File: config.mk
export PLATFORM = sky130hd
export DESIGN_NAME = rx_crc_check
export DESIGN_NICKNAME = d
export VERILOG_FILES = /design/src/rtl/rx_crc_check_pkg.sv /design/src/rtl/crc32_lane_chain.sv /design/src/rtl/rx_crc_check.sv
export SDC_FILE = /design/constraint.sdc
export NUM_CORES = 1
export LEC_CHECK = 0
export CAP_MARGIN = 20
export CORE_ASPECT_RATIO = 0.75
export CORE_MARGIN = 5
export CORE_UTILIZATION = 40
export DETAILED_ROUTE_END_ITERATION = 8
export MAX_ROUTING_LAYER = met4
export PLACE_DENSITY = 0.61
export SLEW_MARGIN = 20
export SYNTH_ARGS = -nofsm -noshare
export SYNTH_HDL_FRONTEND = slang
export SYNTH_SLANG_ARGS = --single-unit
File: constraint.sdc
create_clock -name rxclk -period 14.24 [get_ports rxclk]
set_input_delay 3.56 -clock rxclk [delete_from_list [all_inputs] [get_ports rxclk]]
set_output_delay 3.56 -clock rxclk [all_outputs]
set_load 0.02 [all_outputs]
File: src/rtl/rx_crc_check_pkg.sv
// Shared rx CRC-32 definitions: polynomial, seed, good-frame residue and a
// single-byte MSB-first update function used by the lane chain.
package rx_crc_check_pkg;

  localparam logic [31:0] CRC32_POLY    = 32'h04C11DB7;
  localparam logic [31:0] CRC32_INIT    = 32'hFFFFFFFF;
  localparam logic [31:0] CRC32_RESIDUE = 32'hC704DD7B;

  // Bit 7 of the byte is the first serial bit; no reflection, no final XOR.
  function automatic logic [31:0] crc32_byte(input logic [31:0] crc,
                                             input logic [7:0]  byte_in);
    logic [31:0] c;
    c = crc;
    for (int b = 7; b >= 0; b--) begin
      if (c[31] ^ byte_in[b]) c = {c[30:0], 1'b0} ^ CRC32_POLY;
      else                    c = {c[30:0], 1'b0};
    end
    return c;
  endfunction

endpackage

File: src/rtl/crc32_lane_chain.sv
// Combinational CRC-32 update over LANES byte lanes, lane 0 applied first.
// Disabled lanes pass the running CRC through untouched.
module crc32_lane_chain
  import rx_crc_check_pkg::*;
#(
  parameter int LANES = 8
) (
  input  logic [31:0]        crc_in,
  input  logic [8*LANES-1:0] data,
  input  logic [LANES-1:0]   keep,
  output logic [31:0]        crc_out
);

  // Each stage owns its own nets so the chain has no shared array to fold back on itself.
  for (genvar i = 0; i < LANES; i++) begin : g_lane
    logic [31:0] crc_prev;
    logic [31:0] crc_here;

    if (i == 0) begin : g_first
      assign crc_prev = crc_in;
    end else begin : g_next
      assign crc_prev = g_lane[i-1].crc_here;
    end

    assign crc_here = keep[i] ? crc32_byte(crc_prev, data[8*i +: 8]) : crc_prev;
  end

  assign crc_out = g_lane[LANES-1].crc_here;

endmodule

File: src/rtl/rx_crc_check.sv
// Streaming rx CRC-32 checker: accumulates a frame including its FCS and
// reports the raw CRC plus a residue verdict. RX_CRC_STATS_EN adds good/bad counters.
module rx_crc_check
  import rx_crc_check_pkg::*;
#(
  parameter int          DATA_W   = 64,
  parameter logic [31:0] CRC_INIT = CRC32_INIT,
  parameter logic [31:0] RESIDUE  = CRC32_RESIDUE
) (
  input  logic                rxclk,
  input  logic                reset_n,
  input  logic                din_valid,
  input  logic                din_sof,
  input  logic                din_eof,
  input  logic [DATA_W-1:0]   din_data,
  input  logic [DATA_W/8-1:0] din_keep,
  output logic                crc_done,
  output logic                crc_good,
  output logic [31:0]         crc_value,
  output logic                frame_abort
`ifdef RX_CRC_STATS_EN
  ,
  output logic [15:0]         good_cnt,
  output logic [15:0]         bad_cnt
`endif
);

  localparam int LANES = DATA_W / 8;

  localparam logic [0:0] ST_IDLE  = 1'b0;
  localparam logic [0:0] ST_ACCUM = 1'b1;

  logic [0:0]  state;
  logic [31:0] crc_reg;
  logic [31:0] crc_seed;
  logic [31:0] crc_next;
  logic        take_beat;
  logic        close_frame;
  logic        abort_frame;

  // A sof beat always restarts from the seed, even when it lands inside an open frame.
  always_comb begin
    crc_seed    = din_sof ? CRC_INIT : crc_reg;
    take_beat   = din_valid && (din_sof || (state == ST_ACCUM));
    close_frame = take_beat && din_eof;
    abort_frame = din_valid && din_sof && (state == ST_ACCUM);
  end

  crc32_lane_chain #(
    .LANES (LANES)
  ) u_chain (
    .crc_in  (crc_seed),
    .data    (din_data),
    .keep    (din_keep),
    .crc_out (crc_next)
  );

  always_ff @(posedge rxclk or negedge reset_n) begin
    if (!reset_n) begin
      state   <= ST_IDLE;
      crc_reg <= CRC_INIT;
    end else if (take_beat) begin
      if (din_eof) begin
        state   <= ST_IDLE;
        crc_reg <= CRC_INIT;
      end else begin
        state   <= ST_ACCUM;
        crc_reg <= crc_next;
      end
    end
  end

  // Result registers: crc_value is held between frames, the pulses last one cycle.
  always_ff @(posedge rxclk or negedge reset_n) begin
    if (!reset_n) begin
      crc_done    <= 1'b0;
      crc_good    <= 1'b0;
      crc_value   <= 32'h0;
      frame_abort <= 1'b0;
    end else begin
      crc_done    <= close_frame;
      frame_abort <= abort_frame;
      if (close_frame) begin
        crc_value <= crc_next;
        crc_good  <= (crc_next == RESIDUE);
      end
    end
  end

`ifdef RX_CRC_STATS_EN
  // Counters move on the same edge that raises crc_done and stick at all ones.
  always_ff @(posedge rxclk or negedge reset_n) begin
    if (!reset_n) begin
      good_cnt <= 16'h0;
      bad_cnt  <= 16'h0;
    end else if (close_frame) begin
      if (crc_next == RESIDUE) begin
        if (good_cnt != 16'hFFFF) good_cnt <= good_cnt + 16'd1;
      end else begin
        if (bad_cnt != 16'hFFFF) bad_cnt <= bad_cnt + 16'd1;
      end
    end
  end
`endif

endmodule
### Word level (Yosys, flattened, before mapping)

Cells that the tools add are included.

* register bits after elaboration: 68
* output and inout port bits: 35

* equal/unequal tests: 1
* bitwise gates (word level): 128
* muxes and demuxes: 75
* reduce and logical (&&, ||, !) cells: 5

Operator list (count)
* $mux W27: 64
* $not A14 Y14: 64
* $mux W32: 10
* $xor A1 B1 Y1: 64
* $eq A32 B32 Y1 const B: 1
* $logic_and A1 B1 Y1: 4
* $logic_or A1 B1 Y1: 1
* $mux W1: 1

### Longest topological paths before layout

* depth in word-level cells: 138
* depth in mapped cells: 40

### Cells and area by module

From an unflattened synthesis, not the netlist that was laid out.

* cell total of the unflattened synthesis: 1590
* area, all modules: 15234.6 um^2

By module, submodules not included
* crc32_lane_chain: area each 12279.3 um^2, times used 1, seq. area each 0.0 um^2, cells each 1326
* rx_crc_check: area each 2955.3 um^2, times used 1, seq. area each 1741.7 um^2, cells each 264

### Worst setup path after synthesis

Ideal clock, no wire load.

* kind: input to register
* start point: input din_data[4]
* end point: register crc_good
* slack: 1.309 ns
* cell stages on the path: 34
* path buffers: 5
* arrival: 12.864 ns
* library setup time: 0.067 ns
* data required time: 14.173 ns
* path through: clkbuf_1 -> xnor2_1 -> xnor2_1 -> mux2_2 -> or4_1 -> buf_2 -> xor2_2 -> mux2_2 -> nand3_1 -> xor2_1 -> xnor2_2 -> a21oi_2 -> xnor2_2 -> mux2_2 -> or3_1 -> buf_2 -> mux2_1 -> or4_1 -> buf_4 -> xor2_1 -> nor2_1 -> a2111oi_0 -> nand4_1 -> buf_2 -> xnor3_1 -> or3_1 -> nand4_1 -> nand3_1 -> nand2_1 -> xnor3_1 -> mux2i_1 -> a2111oi_0 -> and4_1 -> a32o_1

* cells in the longest elaborated chain, start to end: 91

Ends and longest elaborated chain
* from (decl): line rx_crc_check.sv:15 `input logic [DATA_W-1:0] din_data,`
* $xor A1 B1 Y1 (*): line rx_crc_check_pkg.sv:15 `if (c[31] ^ byte_in[b]) c = {c[30:0], 1'b0} ^ CRC32_POLY;`
* $mux W27 (*): line rx_crc_check_pkg.sv:15
* $not A14 Y14 (no line)
* $mux W27: line rx_crc_check_pkg.sv:15
* $not A14 Y14 (no line)
* $mux W27 (2 in series): line rx_crc_check_pkg.sv:15
* $not A14 Y14 (no line)
* $mux W27: line rx_crc_check_pkg.sv:15
* [72 not listed]
* $not A14 Y14 (no line)
* $mux W27: line rx_crc_check_pkg.sv:15
* $not A14 Y14 (no line)
* $mux W27 (3 in series): line rx_crc_check_pkg.sv:15
* $not A14 Y14 (no line)
* $mux W27: line rx_crc_check_pkg.sv:15
* $mux W32 (*): line crc32_lane_chain.sv:25 `assign crc_here = keep[i] ? crc32_byte(crc_prev, data[8*i +: 8]) : crc_prev;`
* $eq A32 B32 Y1 (*): line rx_crc_check.sv:85 `crc_good <= (crc_next == RESIDUE);`
* to (signal assigned): line rx_crc_check.sv:85
* to (decl): line rx_crc_check.sv:18 `output logic crc_good,`

Mark *: on every way between the ends. The rest lies on a longest branch, timed or not.
A chain may end at the register's enable or synchronous reset.

### Worst setup path in the final report

* start point: input din_data[6]
* end point: register crc_good

* cells in the longest elaborated chain, start to end: 91

Ends and longest elaborated chain (line)
* $xor A1 B1 Y1 (*): rx_crc_check_pkg.sv:15
* $mux W27 (*): rx_crc_check_pkg.sv:15
* $not A14 Y14 (no line)
* $mux W27: rx_crc_check_pkg.sv:15
* $not A14 Y14 (no line)
* $mux W27 (2 in series): rx_crc_check_pkg.sv:15
* $not A14 Y14 (no line)
* $mux W27: rx_crc_check_pkg.sv:15
* [72 not listed]
* $mux W27: rx_crc_check_pkg.sv:15
* $mux W32 (*): crc32_lane_chain.sv:25
* $not A14 Y14 (no line)
* $mux W27 (3 in series): rx_crc_check_pkg.sv:15
* $not A14 Y14 (no line)
* $mux W27: rx_crc_check_pkg.sv:15
* $mux W32 (*): crc32_lane_chain.sv:25
* $eq A32 B32 Y1 (*): rx_crc_check.sv:85

Marked as above.

==> impl_metrics.json <==
{
  "gp_congestion": 0.973,
  "synth-compound-area-share_pct": 22.7,
  "syn_area_per_cell_um2": 8.03,
  "finalMaxSlewViolations": 0,
  "syn_area_mm2": 0.0170,
  "seq_area_frac_synth_pct": 10.2,
  "clock.fmax_mhz": 72.5,
  "cts_sinks": 68,
  "slowest_delay_ps": 740,
  "hold_path_class": "register to register",
  "fin_setup_tns_ps": 0,
  "rsz0062_at_grt": "false",
  "post-route-min-period_ps": 13790,
  "setup_viol": 0,
  "rows": 65,
  "endpoint_kind": "register",
  "grt_max_degree": 76,
  "synth_edf_count": 0,
  "crit_type": "input port to register",
  "top_layer": "met4",
  "grt_pass1_vias": 15900,
  "vias": 17400,
  "detail-route-antenna-nets": 0,
  "root_buffer": "clkbuf_16",
  "cpMostUsedCell": "buf_4",
  "drt-vias-per-instance": 5.95,
  "path_clk_slew_ps": 60,
  "met1_length_mm": 30.7,
  "start_util_pct": 40.5,
  "placed_cell_area_mm2": 0.0200,
  "synth_flop_cell": "dfrtp_1",
  "post-cts-setup-buffer-count": 0,
  "grt_pass1_wl_mm": 96.4,
  "wl_met2_mm": 26.6,
  "finalHoldViolCount": 0,
  "synth-seq-cells": 68,
  "synth_simple_gate_area_share_pct": 22.1,
  "die_w_um": 248,
  "fillers": 4145,
  "layout.nets": 2421,
  "synthAdderAreaFrac_pct": 0,
  "firstDrtPassIters": 8,
  "clock_latency_ps": 330,
  "yosysWarnings": 0,
  "worst-path-max-fanout": 7,
  "holdWs_ps": 482,
  "drv_cap": 0,
  "die_h_um": 189,
  "min_period_over_period_pct": 96.8,
  "status": "completed",
  "cp_data_arrival_time_ps": 14050,
  "diodes": 0,
  "worst-slew-pin-transition_ps": 1030,
  "grt_overflow_total": 0,
  "port_buffers": 111,
  "ctsHoldBuffers": 0,
  "preCtsSetupSlack_ps": -23.3,
  "relSlewSlack_pct": 30.5,
  "die-area_mm2": 0.0469,
  "slowest_stage": "clkdlybuf4s50_1",
  "cts_resized": 0,
  "synth_top_family_by_area": "XOR/XNOR gates",
  "syn_inst": 2121,
  "htree_levels": 3,
  "post-route-drc-count": 0,
  "wl_mm": 64.3,
  "ios": 112,
  "yosysUniqueCellTypes": 115,
  "fin_skew_ps": 5.11,
  "hpwl_mm": 52.8,
  "drive_gt1_share_pct": 18.0,
  "cp.required_ps": 14510,
  "cts_inserted_buffers": 9,
  "synth.area.mux_share_pct": 7.39,
  "synth_nets": 2198,
  "synthDominantCellAreaShare_pct": 14.2,
  "critPathLaunchType": "input port",
  "synthTopCellsByArea": "xnor2_1 (14%), xnor3_1 (9.1%), mux2i_1 (5.3%)",
  "drt_iter0_drc": 1965,
  "grt_use_total_pct": 27.0,
  "met3_length_mm": 6.29,
  "cts.path.max_buffers": 2,
  "fin_area_mm2": 0.0204,
  "cts_tree": "yes",
  "avgRoutedWirePerCell_um": 22.0,
  "area_growth_pct": 19.6,
  "synth_xor_area_share_pct": 33.5,
  "synth_top_area_cell": "xnor2_1",
  "core_mm2": 0.0420,
  "antenna_found_initial": 0,
  "async_reset_ff_share_pct": 100,
  "fin_ws_ps": 453
}
-- Yosys cell counts (14+ instances only) --
cell / n
a211oi_1: 44
nand2b_1: 24
nand2_1: 143
mux2_2: 29
mux2i_1: 91
dfrtp_1: 36
xnor2_1: 276
dfstp_2: 32
nor2_1: 226
o211ai_1: 31
a21oi_1: 149
o21ai_0: 84
nor3_1: 57
and2_1: 25
xnor3_1: 69
xor2_1: 101
and3_1: 17
nand3_1: 46
nand4_1: 32
buf_1: 14
a21o_1: 28
a31oi_1: 20
clkbuf_1: 79
a211o_1: 16
xor3_1: 16
or3_1: 38
inv_1: 25
buf_2: 31
nor4_1: 25
-- kinds of logic after synthesis --
| logic type | count (synthesis) |
|---|---|
| buffers and inverters | 161 |
| AOI/OAI and AO/OA | 546 |
| DFF | 68 |
| muxes | 122 |
| and+or+nand+nor | 737 |
| xor gates and xnor gates | 487 |
-- final timing paths --
check / start / slack, ps / to / cells past startpoint
worst max-delay path: din_data[6] / 450 / crc_good / 36
max in group asynchronous: reset_n / 10280 / crc_value[16] / 2
min in group asynchronous: reset_n / 3420 / crc_value[29] / 2
worst max register to register: crc_reg[28] / 3170 / crc_good / 33
worst min-delay path: crc_value[28] / 480 / crc_value[28] / 2
worst min register to register: crc_value[28] / 480 / crc_value[28] / 2
-- final cells by class --
| type | count | area (µm²) | area share, % |
|---|---|---|---|
| clock buffers | 12 | 278 | 1.36 |
| clock inverters | 4 | 20.0 | 0.0983 |
| inverters | 27 | 101 | 0.497 |
| multi-input cells | 1892 | 14700 | 72.1 |
| flip-flops and latches | 68 | 1740 | 8.55 |
| well taps | 569 | 712 | 3.49 |
| repair buffers | 346 | 2830 | 13.9 |
-- routing by layer --
layer,global-route usage [%],vias up
met5,-,-
met4,3.95,0
met3,4.75,62
met2,37.6,751
met1,41.4,8323
li1,-,8215
-- worst max-delay path, delay by kind of cell --
kind | cells | cell delay (ps)
AOI/OAI and AO/OA | 7 | 2300
muxes | 3 | 1000
buffers and inverters | 7 | 1860
xor gates and xnor gates | 13 | 3650
and+or+nand+nor | 6 | 1640
-- cells in the final DEF, fill, tap and decap left out, types with 46 or more instances in the layout --
master           count
mux2i_1             90
nor2_1             226
xnor3_1             69
nand2_1            143
clkdlybuf4s50_1    100
xnor2_1            270
buf_4              235
nor3_1              57
a21oi_1            149
nand3_1             46
xor2_1             100
o21ai_0             84
-- through the flow --
step | util (%) | instances
global route | 48.5 | 2918
finish | 48.5 | 2918
floorplan | - | 2121
CTS | 48.3 | 2918
detailed placement | 47.6 | 2902
global placement | 47.6 | 2902
Power is left out: the tool's default activity adds up to more than one toggle a clock period on the data nets, which glitch-free logic cannot reach.
